### config.mk
export PLATFORM = sky130hd
export DESIGN_NAME = fpsu_div_sched
export DESIGN_NICKNAME = d
export VERILOG_FILES = /design/src/rtl/fpsu_div_sched_pkg.sv /design/src/rtl/fpsu_div_sched_rr_arb3.sv /design/src/rtl/fpsu_div_sched.sv
export SDC_FILE = /design/constraint.sdc
export NUM_CORES = 1
export LEC_CHECK = 0
export CAP_MARGIN = 0
export CORE_ASPECT_RATIO = 0.6
export CORE_MARGIN = 5
export CORE_UTILIZATION = 43
export DETAILED_ROUTE_END_ITERATION = 7
export GPL_TIMING_DRIVEN = 0
export HOLD_SLACK_MARGIN = 0.15
export PLACE_DENSITY_LB_ADDON = 0.2
export SETUP_SLACK_MARGIN = 0.05
export SYNTH_ARGS = -nofsm -noshare
export SYNTH_HDL_FRONTEND = slang
export SYNTH_SLANG_ARGS = --single-unit
### constraint.sdc
create_clock -name clk -period 5.85 [get_ports clk]
set_input_delay 0.8775 -clock clk [delete_from_list [all_inputs] [get_ports clk]]
set_output_delay 0.8775 -clock clk [all_outputs]
set_load 0.02 [all_outputs]
### src/rtl/fpsu_div_sched_pkg.sv
// Shared types and constants for the FP divide/sqrt scheduler.
package fpsu_div_sched_pkg;

    typedef enum logic [1:0] {
        IDLE = 2'd0,
        RUN  = 2'd1,
        DONE = 2'd2
    } state_e;

    localparam int unsigned NPORT     = 3;
    localparam int unsigned CNT_W     = 6;
    localparam int unsigned LAT_S_DEF = 12;
    localparam int unsigned LAT_D_DEF = 20;
    localparam int unsigned TAG_W_DEF = 14;

    localparam logic [1:0] P_U1 = 2'd0;
    localparam logic [1:0] P_U3 = 2'd1;
    localparam logic [1:0] P_U5 = 2'd2;

    // Round-robin successor of a port index (u1 -> u3 -> u5 -> u1).
    function automatic logic [1:0] next_ptr(input logic [1:0] idx);
        return (idx >= P_U5) ? P_U1 : idx + 2'd1;
    endfunction

endpackage

### src/rtl/fpsu_div_sched_rr_arb3.sv
// Three-way round-robin pick: the first requester at or after ptr_i wins.
module fpsu_div_sched_rr_arb3
    import fpsu_div_sched_pkg::*;
(
    input  logic [2:0] req_i,
    input  logic [1:0] ptr_i,
    output logic [2:0] gnt_oh_o,
    output logic [1:0] idx_o,
    output logic       any_o
);

    logic [1:0] cand;

    // Scan from lowest priority to highest so the pointer position wins last.
    always_comb begin
        gnt_oh_o = '0;
        idx_o    = P_U1;
        any_o    = 1'b0;
        cand     = P_U1;
        for (int k = 2; k >= 0; k--) begin
            cand = 2'((int'(ptr_i) + k) % 3);
            if (req_i[cand]) begin
                gnt_oh_o = 3'b001 << cand;
                idx_o    = cand;
                any_o    = 1'b1;
            end
        end
    end

endmodule

### src/rtl/fpsu_div_sched.sv
// Shares one iterative FP divide/sqrt datapath between issue ports u1/u3/u5
// and returns completions on the owner's ret slot when the add pipe leaves it free.
module fpsu_div_sched
    import fpsu_div_sched_pkg::*;
#(
    parameter int unsigned LAT_S = LAT_S_DEF,
    parameter int unsigned LAT_D = LAT_D_DEF,
    parameter int unsigned TAG_W = TAG_W_DEF
) (
    input  logic             clk,
    input  logic             rst,
    input  logic             u1_req,
    input  logic             u1_dbl,
    input  logic [TAG_W-1:0] u1_tag,
    output logic             u1_gnt,
    input  logic             u1_pipe_ret,
    output logic [TAG_W-1:0] u1_ret,
    output logic             u1_ret_en,
    input  logic             u3_req,
    input  logic             u3_dbl,
    input  logic [TAG_W-1:0] u3_tag,
    output logic             u3_gnt,
    input  logic             u3_pipe_ret,
    output logic [TAG_W-1:0] u3_ret,
    output logic             u3_ret_en,
    input  logic             u5_req,
    input  logic             u5_dbl,
    input  logic [TAG_W-1:0] u5_tag,
    output logic             u5_gnt,
    input  logic             u5_pipe_ret,
    output logic [TAG_W-1:0] u5_ret,
    output logic             u5_ret_en,
    input  logic             flush,
    output logic             div_start,
    output logic [1:0]       div_sel,
    output logic             div_dbl,
    output logic             busy
);

    localparam logic [CNT_W-1:0] LAT_S_M1 = CNT_W'(LAT_S - 1);
    localparam logic [CNT_W-1:0] LAT_D_M1 = CNT_W'(LAT_D - 1);

    logic [NPORT-1:0] req_vec;
    logic [NPORT-1:0] dbl_vec;
    logic [NPORT-1:0] pipe_vec;
    logic [TAG_W-1:0] tag_vec [NPORT];

    assign req_vec  = {u5_req, u3_req, u1_req};
    assign dbl_vec  = {u5_dbl, u3_dbl, u1_dbl};
    assign pipe_vec = {u5_pipe_ret, u3_pipe_ret, u1_pipe_ret};
    assign tag_vec[P_U1] = u1_tag;
    assign tag_vec[P_U3] = u3_tag;
    assign tag_vec[P_U5] = u5_tag;

    logic [NPORT-1:0] win_oh;
    logic [1:0]       win_idx;
    logic             win_any;

    state_e           state_q, state_d;
    logic [CNT_W-1:0] cnt_q, cnt_d;
    logic [1:0]       rr_q, rr_d;
    logic [1:0]       owner_q, owner_d;
    logic             dbl_q, dbl_d;
    logic [TAG_W-1:0] tag_q, tag_d;
    logic             drain_q, drain_d;
    logic             busy_q;

    logic [NPORT-1:0] gnt_c;
    logic [NPORT-1:0] ret_en_c;
    logic             start_c;
    logic [1:0]       sel_c;
    logic             sel_dbl_c;
    logic             kill_c;

    fpsu_div_sched_rr_arb3 u_rr_arb3 (
        .req_i    (req_vec),
        .ptr_i    (rr_q),
        .gnt_oh_o (win_oh),
        .idx_o    (win_idx),
        .any_o    (win_any)
    );

    // Reset and flush both cancel anything this cycle would have issued or retired.
    assign kill_c = rst | flush;

    // Next-state and same-cycle handshake outputs.
    always_comb begin
        state_d   = state_q;
        cnt_d     = cnt_q;
        rr_d      = rr_q;
        owner_d   = owner_q;
        dbl_d     = dbl_q;
        tag_d     = tag_q;
        drain_d   = 1'b0;
        gnt_c     = '0;
        ret_en_c  = '0;
        start_c   = 1'b0;
        sel_c     = P_U1;
        sel_dbl_c = 1'b0;

        case (state_q)
            IDLE: begin
                // The cycle right after a retire is a bubble: no new start.
                if (win_any && !drain_q && !kill_c) begin
                    gnt_c     = win_oh;
                    start_c   = 1'b1;
                    sel_c     = win_idx;
                    sel_dbl_c = dbl_vec[win_idx];
                    owner_d   = win_idx;
                    dbl_d     = dbl_vec[win_idx];
                    tag_d     = tag_vec[win_idx];
                    cnt_d     = dbl_vec[win_idx] ? LAT_D_M1 : LAT_S_M1;
                    rr_d      = next_ptr(win_idx);
                    state_d   = RUN;
                end
            end
            RUN: begin
                cnt_d = cnt_q - CNT_W'(1);
                if (cnt_q <= CNT_W'(1)) begin
                    state_d = DONE;
                end
            end
            DONE: begin
                // Retry every cycle until the add pipe leaves the owner's slot free.
                if (!pipe_vec[owner_q]) begin
                    if (!kill_c) begin
                        ret_en_c[owner_q] = 1'b1;
                    end
                    drain_d = 1'b1;
                    state_d = IDLE;
                end
            end
            default: begin
                state_d = IDLE;
            end
        endcase

        if (flush) begin
            state_d = IDLE;
            drain_d = 1'b0;
        end
    end

    always_ff @(posedge clk) begin
        if (rst) begin
            state_q <= IDLE;
            cnt_q   <= '0;
            rr_q    <= P_U1;
            owner_q <= P_U1;
            dbl_q   <= 1'b0;
            tag_q   <= '0;
            drain_q <= 1'b0;
            busy_q  <= 1'b0;
        end else begin
            state_q <= state_d;
            cnt_q   <= cnt_d;
            rr_q    <= rr_d;
            owner_q <= owner_d;
            dbl_q   <= dbl_d;
            tag_q   <= tag_d;
            drain_q <= drain_d;
            busy_q  <= (state_d != IDLE);
        end
    end

    assign u1_gnt    = gnt_c[P_U1];
    assign u3_gnt    = gnt_c[P_U3];
    assign u5_gnt    = gnt_c[P_U5];
    assign u1_ret_en = ret_en_c[P_U1];
    assign u3_ret_en = ret_en_c[P_U3];
    assign u5_ret_en = ret_en_c[P_U5];
    assign u1_ret    = ret_en_c[P_U1] ? tag_q : '0;
    assign u3_ret    = ret_en_c[P_U3] ? tag_q : '0;
    assign u5_ret    = ret_en_c[P_U5] ? tag_q : '0;
    assign div_start = start_c;
    assign div_sel   = sel_c;
    assign div_dbl   = sel_dbl_c;
    assign busy      = busy_q;

    lat_range_a: assert property (@(posedge clk)
        (LAT_S >= 2) && (LAT_S <= 63) && (LAT_D >= 2) && (LAT_D <= 63));

    // The running count can never exceed the load value for the latched precision.
    cnt_bound_a: assert property (@(posedge clk) disable iff (rst)
        (state_q == RUN) |-> (cnt_q <= (dbl_q ? LAT_D_M1 : LAT_S_M1)));

endmodule

==> results of run 1 <==
## through the flow
stage	hold WS, ns	util [%]	setup WS, ns	cells	power, mW
2_1_floorplan	0.4703	-	2.512	257	0.3524
3_3_place_gp	0.4855	69.29	1.418	424	0.4236
3_5_place_dp	0.5060	69.29	1.365	424	0.4293
4_1_cts	0.5245	70.84	1.311	428	0.5878
5_1_grt	0.5556	70.84	1.094	428	0.6217
6_report	0.5266	70.84	1.292	428	0.5871
## worst min path at each step
stage / start / endpoint
6_report: tag_q[11] / tag_q[11]
3_5_place_dp: rr_q[0] / rr_q[0]
5_1_grt: rr_q[0] / rr_q[0]
4_1_cts: rr_q[0] / rr_q[0]
2_1_floorplan: rr_q[0] / rr_q[0]
3_3_place_gp: rr_q[0] / rr_q[0]
## critical path, stage by stage
cell and delay (ns):
clkdlybuf4s50_1 0.54, mux2i_2 0.35, o2111ai_1 0.21, nand3_1 0.33, clkbuf_1 0.42, nand2_1 0.14
inv_1 0.11, buf_4 0.11, clkdlybuf4s50_1 0.59
## synth_stat cells, drive strengths merged, types with 3 or more instances
library cell / n / share of area [%]
a211oi: 17 / 6.1
o21a: 3 / 1.1
nor3b: 3 / 2.2
buf: 14 / 4.6
nor2: 22 / 4.0
mux2i: 3 / 1.6
inv: 11 / 2.0
dfxtp: 28 / 27
a21oi: 8 / 1.9
and2: 43 / 13
o21ai: 5 / 1.4
a221oi: 16 / 6.8
nand2b: 3 / 0.90
nand2: 10 / 1.8
ha: 6 / 3.6
nor3: 10 / 3.0
nand3: 16 / 3.9
clkbuf: 7 / 1.3
## power by group through the flow
stage	Combinational, mW	Clock (mW)	Sequential [mW]
6_report	0.203	0.160	0.224
5_1_grt	0.224	0.170	0.228
4_1_cts	0.202	0.161	0.224
3_5_place_dp	0.201	0	0.229
3_3_place_gp	0.196	0	0.228
2_1_floorplan	0.128	0	0.224
## layout make-up
class | count | area (µm²)
clock buffer | 3 | 41.29
buffer | 21 | 122.6
timing repair buffer | 104 | 1041
inverter | 11 | 41.29
tap | 63 | 78.83
fill | 398 | 1345
multi-input combinational | 197 | 1351
sequential | 28 | 560.5
clock inverter | 1 | 30.03
## registers in the layout, summed over array words and instances (netlist names)
name and flops:
tag_q 14, cnt_q 6, owner_q 2, rr_q 2, state_q 2, busy 1, drain_q 1
## cells by family after synthesis
group           after synthesis  share of synthesized area [%]
flops                        28                          27.00
simple gates                117                          32.25
buf+inv                      32                          7.896
fa+ha+maj                     6                          3.617
mux                           4                          2.170
xor+xnor                      3                          1.266
compound gates               67                          25.80
## routing by layer
layer | part of all wire (%) | vias up | GRT usage [%] | wire length, µm
met2 | 44 | 90 | 35.05 | 3066
met3 | 7.6 | 12 | 5.326 | 525
met5 | 0 | - | 0 | 0
li1 | - | 1143 | - | -
met4 | 2.5 | 0 | 6.814 | 170
met1 | 45 | 1042 | 29.54 | 3140
==> impl_metrics.json, run 1 <==
{
  "cap_violations": 0,
  "cp.required_ns": 4.97,
  "cts-resized-gates": 0,
  "power_leakage_nw": 1.225,
  "combPwrFrac_pct": 34.6,
  "placed_area_mm2": 0.003196,
  "p_clk_share_pct": 27.2,
  "p_sw_mw": 0.1908,
  "drt_iter0_drc": 124,
  "vias": 2287,
  "layout_common_cells": "clkdlybuf4s50_1 (104), and2_1 (43), dfxtp_1 (28)",
  "synth_edf_count": 0,
  "p_int_mw": 0.3963,
  "r2r_start": "rr_q[0]",
  "r2r_setup_slack_ns": 3.17,
  "cp-start-kind": "input port",
  "layout_commonest_cell": "clkdlybuf4s50_1",
  "nets": 426,
  "max_freq_mhz": 219.4,
  "final_max_slew_viol_count": 0,
  "finish.instance_area_mm2": 0.003267,
  "ys_seq_area_share_pct": 27.00,
  "cts.sinks": 28,
  "setup_viol": 0,
  "area_delta_synth_final_pct": 57.38,
  "tns_ns": 0,
  "wl_per_cell_um": 16.13,
  "grt_pass1_vias": 2273,
  "viasPerCell": 5.343,
  "synth_cell_types": 52,
  "port_buffers": 104,
  "start_util_pct": 45.01,
  "crit_path_start": "u3_req",
  "cts_hold_buf": 0,
  "grt_usage_pct": 22.04,
  "max_slew_margin_pct": 64.74,
  "holdPathStages": 2,
  "rsz0062_at_grt": "no",
  "gp_congestion": 0.8130,
  "die_h_um": 63.82,
  "dieArea_mm2": 0.006363,
  "synth_warnings": 0,
  "finClkSkew_ns": 0.004721,
  "rows": 19,
  "grt_max_degree": 17,
  "fin_crit_sh_pct": 77.92,
  "ctsLongestPathBuffers": 2,
  "grt_antenna_before_repair": 0,
  "cts_tree": "done",
  "post_cts_buffers": 0,
  "irDropWorstVdd_mv": 0.1142,
  "syn_nets": 317,
  "cts_made_buffers": 3,
  "end_kind": "output pin",
  "final-hold-violation-count": 0,
  "syn_avg_cell_area_um2": 8.077,
  "pwr-share-seq_pct": 38.2,
  "drive_gt1_share_pct": 8.493,
  "hpwl_um": 5566,
  "cts-root-buf": "clkbuf_8",
  "async_flop_share_pct": 0,
  "drc": 0,
  "period_needed_ns": 4.558,
  "die_w_um": 99.70,
  "clk_pin_slew_ns": 0.10,
  "crit_end": "div_sel[1]",
  "worstPathMaxFanout": 10,
  "dr.pass1.iters": 4,
  "syn_inst": 257,
  "tightest_slew_ns": 0.5249,
  "antennaDiodeCount": 0,
  "clk_latency_ns": 0.28,
  "ant_nets": 0,
  "grt_pass1_wl_um": 11520,
  "core_mm2": 0.004612,
  "ys.flop_type": "dfxtp_1",
  "crit_arrival_ns": 3.68,
  "ys_seq_elements": 28,
  "syn-cell-area_mm2": 0.002076,
  "overflow": 0,
  "path_class": "in -> out",
  "cellPowerDensity_mw_per_mm2": 179.7,
  "htreeDepth": 1,
  "io_pins": 107,
  "p_sw_share_pct": 32.49,
  "outcome": "finished clean",
  "rr_worst_depth": 9,
  "drt_wl_total_um": 6903,
  "regToRegEndpoint": "tag_q[9]",
  "hp-class": "reg -> reg"
}
(Power assumes the default switching activity.)
==> run 2, diff against run 1 <==
Settings changed: CORE_UTILIZATION 43 to 36.
Clock period 5.85 ns to 4 ns, I/O delays scaled along.
==> run 2 against run 1 <==
Via count up 0.79%; sequential share of layout area down 0.17 points; first-iteration DRC count down 22%; combinational power up 48%; routed wire length up 3.5%; total power up 47%; count of clock-buffer cells in the layout unchanged; hold slack worse by 0.015 ns; register-to-register slack worse by 1.7 ns; design area up 1.0%; critical path type is now reg -> out.
==> impl_metrics.json, run 2 (synthesized netlist as in run 1, its figures left out) <==
{
  "grt_max_degree": 17,
  "final_util_pct": 59.23,
  "antennaDiodeCount": 0,
  "cts_made_buffers": 3,
  "ctsLongestPathBuffers": 2,
  "critPathTopFamily": "buffers and inverters",
  "crit_arrival_ns": 3.17,
  "max_stage_delay_ns": 0.55,
  "gp_congestion": 0.8143,
  "fin_crit_sh_pct": 94.33,
  "port_buffers": 104,
  "dieArea_mm2": 0.007435,
  "critPathBufInv": 4,
  "final-hold-violation-count": 0,
  "grt_antenna_before_repair": 0,
  "grt_pass1_vias": 2113,
  "outcome": "finished clean",
  "final_max_slew_viol_count": 0,
  "clk_pin_slew_ns": 0.10,
  "cts-root-buf": "clkbuf_8",
  "viasPerCell": 5.180,
  "power_leakage_nw": 1.238,
  "max_slew_margin_pct": 66.68,
  "cp.required_ns": 3.40,
  "fillers": 539,
  "cap_violations": 0,
  "ant_nets": 0,
  "max_freq_mhz": 265.0,
  "layout_common_cells": "clkdlybuf4s50_1 (104), and2_1 (43), dfxtp_1 (28)",
  "end_kind": "output pin",
  "period_needed_ns": 3.773,
  "layout_commonest_cell": "clkdlybuf4s50_1",
  "tightest_slew_ns": 0.4960,
  "worst_slack_ns": 0.2268,
  "dr.pass1.iters": 4,
  "rows": 21,
  "setup_viol": 0,
  "final_cells": 445,
  "die_h_um": 68.82,
  "place_ws_ns": 0.05674,
  "crit_slowest_cell": "clkdlybuf4s50_1",
  "start_util_pct": 37.26,
  "cts_hold_buf": 0,
  "die_w_um": 108.0,
  "holdWs_ns": 0.5118,
  "vias": 2305,
  "drive_gt1_share_pct": 9.315,
  "io_pins": 107,
  "finish.instance_area_mm2": 0.003299,
  "cts-resized-gates": 0,
  "placed_area_mm2": 0.003217,
  "tns_ns": 0,
  "worstPathMaxFanout": 10,
  "grt_pass1_wl_um": 10990,
  "wl_per_cell_um": 16.06,
  "cp-start-kind": "register",
  "cts.sinks": 28,
  "drc": 0,
  "core_mm2": 0.005570,
  "area_delta_synth_final_pct": 58.95,
  "power_mw": 0.8619,
  "post_cts_buffers": 0,
  "htreeDepth": 1,
  "top_regs": "tag_q: 14 flops, cnt_q: 6 flops",
  "grt_usage_pct": 18.61,
  "overflow": 0,
  "path_class": "reg -> out",
  "hp-class": "reg -> reg",
  "drt_wl_total_um": 7145,
  "irDropWorstVdd_mv": 0.2037,
  "finClkSkew_ns": 0.007491,
  "drt_iter0_drc": 97,
  "largest_reg_flops": 14,
  "nets": 426,
  "hpwl_um": 5799,
  "cts_tree": "done",
  "path_cells": "inv_1, ha_1, buf_2, nor2b_1, o2111ai_1, nand3_2, clkbuf_2, a211oi_1, nor2_1, clkdlybuf4s50_1",
  "regMostFlops": "tag_q",
  "dp_cells": 441,
  "clk_latency_ns": 0.28,
  "cellPowerDensity_mw_per_mm2": 261.2,
  "rsz0062_at_grt": "no"
}
run 2: cell counts in the layout (fill, tap and decap cells not counted):
No cell type changed its count.
run 2: per-layer routing:
metal	global-route usage [%]	part of all wire [%]	vias up
met5	0	0	-
met4	1.890	0.20	0
met3	3.349	4.9	2
met2	29.80	45	73
met1	27.06	50	1084
li1	-	-	1146
run 2: worst reg2reg max path, delay by kind of cell (launching register included):
kind                       cells  cell delay (ns)
adders and majority gates      1             0.32
buffers and inverters          3             0.71
AOI/OAI and AO/OA              5             1.06
DFF                            1             0.40
run 2: final timing paths:
check / startpoint / endpoint / slack (ns) / depth (start not counted)
max: rr_q[0] / div_dbl / 0.23 / 10
min: rr_q[0] / rr_q[0] / 0.51 / 2
max reg2reg: rr_q[0] / tag_q[7] / 1.44 / 9
min reg2reg: rr_q[0] / rr_q[0] / 0.51 / 2
run 2: final cells by class:
type | instances | area, µm² | share of cell area, %
clock buffer | 3 | 41.29 | 1.251
clock inverter | 1 | 30.03 | 0.9101
multi-input combinational | 197 | 1361 | 41.26
sequential | 28 | 560.5 | 16.99
buffer | 21 | 123.9 | 3.754
tap | 80 | 100.1 | 3.034
timing repair buffer | 104 | 1041 | 31.55
inverter | 11 | 41.29 | 1.251
run 2: power by group:
| part | switching (mW) | internal [mW] | leakage (nW) |
|---|---|---|---|
| Clock | 0.0984 | 0.134 | 0.0357 |
| Combinational | 0.159 | 0.142 | 0.973 |
| Sequential | 0.0243 | 0.304 | 0.230 |
| Total | 0.281 | 0.581 | 1.24 |
==> run 3, diff against run 2 <==
Settings changed: CTS_CLUSTER_DIAMETER from default to 150.
==> results of run 3 <==
Same layout as run 2: the final DEF is identical, and so are final timing and power.
==> patch, RTL diff (settings of run 3) <==
The package constant `CNT_W` goes from 6 to 3.
--- a/src/rtl/fpsu_div_sched_pkg.sv
+++ b/src/rtl/fpsu_div_sched_pkg.sv
@@ -8,7 +8,7 @@
     } state_e;
 
     localparam int unsigned NPORT     = 3;
-    localparam int unsigned CNT_W     = 6;
+    localparam int unsigned CNT_W     = 3;
     localparam int unsigned LAT_S_DEF = 12;
     localparam int unsigned LAT_D_DEF = 20;
     localparam int unsigned TAG_W_DEF = 14;
Check against the original RTL: not equivalent (Yosys sat finds a counterexample within 10 cycles, from zero or initial values and one cycle with rst high).
==> patch against run 3 <==
Wire length down 2.5%; non-clock buffer count rose by 4; sequential cell count decreased by 3; cell area down 0.61%; synthesized cell count fell by 8.6%; setup slack got worse by 0.010 ns; power fell by 11%; synthesized area decreased by 3.1%.
==> patch: results (changes against run 3) <==
Vias per inst -> 5.182 (was 5.180)
Top Registers -> tag_q (14), cnt_q (3) (was tag_q (14), cnt_q (6))
Met3 WL post-DR -> 621 um (was 353 um)
Synth Area in Compound Gates -> 30.74% (was 25.80%)
First-pass GRT wire length -> 10.63 mm (was 10.99 mm)
Fillers -> 496 (was 539)
Family with the most delay on the worst path -> buffers and inverters (unchanged)
Synth top cells by count -> 42 x and2_1, 25 x dfxtp_1, 19 x nor2_1 (was 43 x and2_1, 28 x dfxtp_1, 22 x nor2_1)
CP max-delay cell -> clkdlybuf4s50_1 (unchanged)
Clk root buf -> clkbuf_8 (unchanged)
Post-Route M1 WL -> 3.311 mm (was 3.558 mm)
Wirelength per Cell -> 16.70 um (was 16.06 um)
R2R Path End -> tag_q[2] (was tag_q[7])
Mux cell area share after synthesis -> 2.054% (was 2.170%)
Yosys warnings -> 0 (unchanged)
Vias in the first global route -> 2144 (was 2113)
Post-Synth XOR/XNOR Area -> 0% (was 1.266%)
R2R cell count -> 9 (unchanged)
Ys flop type -> dfxtp_1 (unchanged)
Ant diodes -> 0 (unchanged)
Hold Path Stages -> 1 (was 2)
DR iter-0 viols -> 155 (was 97)
Worst Min Path Start -> cnt_q[0] (was rr_q[0])
Clk buf depth -> 2 (unchanged)
CP Data Arrival Time -> 3.18 ns (was 3.17 ns)
Skew final -> 0.004549 ns (was 0.007491 ns)
Total GRT Usage -> 18.57% (was 18.61%)
HPWL Detailed -> 5.471 mm (was 5.799 mm)
Ranking of synthesized cells by area -> dfxtp_1 25%, and2_1 13%, a221oi_2 6.7% (was dfxtp_1 27%, and2_1 13%, a221oi_1 6.8%)
Hold EP -> cnt_q[0] (was rr_q[0])
Pleak -> 1.256 nW (was 1.238 nW)
DR WL met2 -> 3.002 mm (was 3.218 mm)
Input/output buffers -> 105 (was 104)
CP max stage delay -> 0.60 ns (was 0.55 ns)
Adder-Cell Fraction of Synth Area -> 3.734% (was 3.617%)
Post-Place Setup Slack -> -0.1530 ns (was 0.05674 ns)
Layout cells sized above 1 -> 18.39% (was 9.315%)
DR top layer -> met4 (unchanged)
Sw frac -> 35.99% (was 32.63%)
Run status -> finished clean (unchanged)
GP Congestion -> 0.7871 (was 0.8143)
Sequential area share after synthesis -> 24.89% (was 27.00%)
Clock transition at path regs -> 0.09 ns
CTS H-Tree Depth -> 1 (unchanged)
Tightest Pin Transition -> 0.6956 ns (was 0.4960 ns)
Nets -> 409 (was 426)
Largest net degree at the start of global routing -> 15 (was 17)
Netlist cell types -> 45 (was 52)
R2r setup slk -> 1.54 ns (was 1.44 ns)
Pre-antenna DRT Iters -> 4 (unchanged)
Peak supply drop -> 142.8 uV (was 203.7 uV)
Mapped Nets -> 295 (was 317)
[patch: cell count changes after synthesis, sizes merged, moves of 2 or more]
cell / before / now
nor3: 10 / 6
dfxtp: 28 / 25
nand2: 10 / 7
nor2: 22 / 19
a22oi: 1 / 3
clkbuf: 7 / 5
nand3: 16 / 18
o22a: 2 / 0
o32ai: 2 / 0
xor2: 2 / 0
[patch: cell type report]
cell class              instances  share of cell area (%)
inverters                      11                   1.259
well taps                      69                   2.633
multi-input cells             179                   42.27
flip-flops and latches         25                   15.26
clock inverters                 1                  0.1526
repair buffers                109                   32.96
clock buffers                   3                   1.259
plain buffers                  20                   4.197
[patch: power by group through the flow]
stage	combinational (mW)	clock [mW]	sequential (mW)
global placement	0.308	0	0.294
CTS	0.316	0.157	0.289
detailed placement	0.315	0	0.295
floorplan	0.203	0	0.289
finish	0.322	0.155	0.290
global route	0.348	0.167	0.295
[patch: cells by family after synthesis]
family | count (synthesis)
AO/OA/AOI/OAI | 65
adder cells (fa/ha/maj) | 6
buffers and inverters | 31
flip-flops | 25
multiplexers | 4
AND/OR/NAND/NOR | 104
[patch: how the worst max path moves through the flow]
stage,end,slack (ns),startpoint
2_1_floorplan,div_dbl,1.28,rr_q[0]
3_3_place_gp,u5_ret[8],-0.10,rst
3_5_place_dp,u5_ret[4],-0.15,rst
4_1_cts,u1_ret[10],-0.08,rst
5_1_grt,div_sel[1],0.02,rr_q[0]
6_report,div_sel[1],0.22,rr_q[1]
[patch: metal layers]
layer / up-vias / track usage [%]
li1: 1081 / -
met1: 994 / 24.86
met2: 82 / 29.65
met3: 4 / 6.786
met4: 0 / 2.552
met5: - / 0
[patch: per-stage QoR]
stage | utilization, % | cell area (sq um) | hold slack [ns] | setup TNS [ns] | cells
4_1_cts | 58.26 | 3199 | 0.5145 | -1.150 | 413
3_3_place_gp | 57.33 | 3148 | 0.4883 | -0.9925 | 409
3_5_place_dp | 57.33 | 3148 | 0.5020 | -2.039 | 409
6_report | 59.72 | 3279 | 0.5203 | 0 | 417
2_1_floorplan | - | 2011 | 0.4703 | 0 | 235
5_1_grt | 59.72 | 3279 | 0.5370 | 0 | 417
[patch: repair_timing]
action	in CTS	in global routing
buffers inserted	0	4
pin swaps	0	1
resized for setup	1	13
setup endpoints to repair	28	37
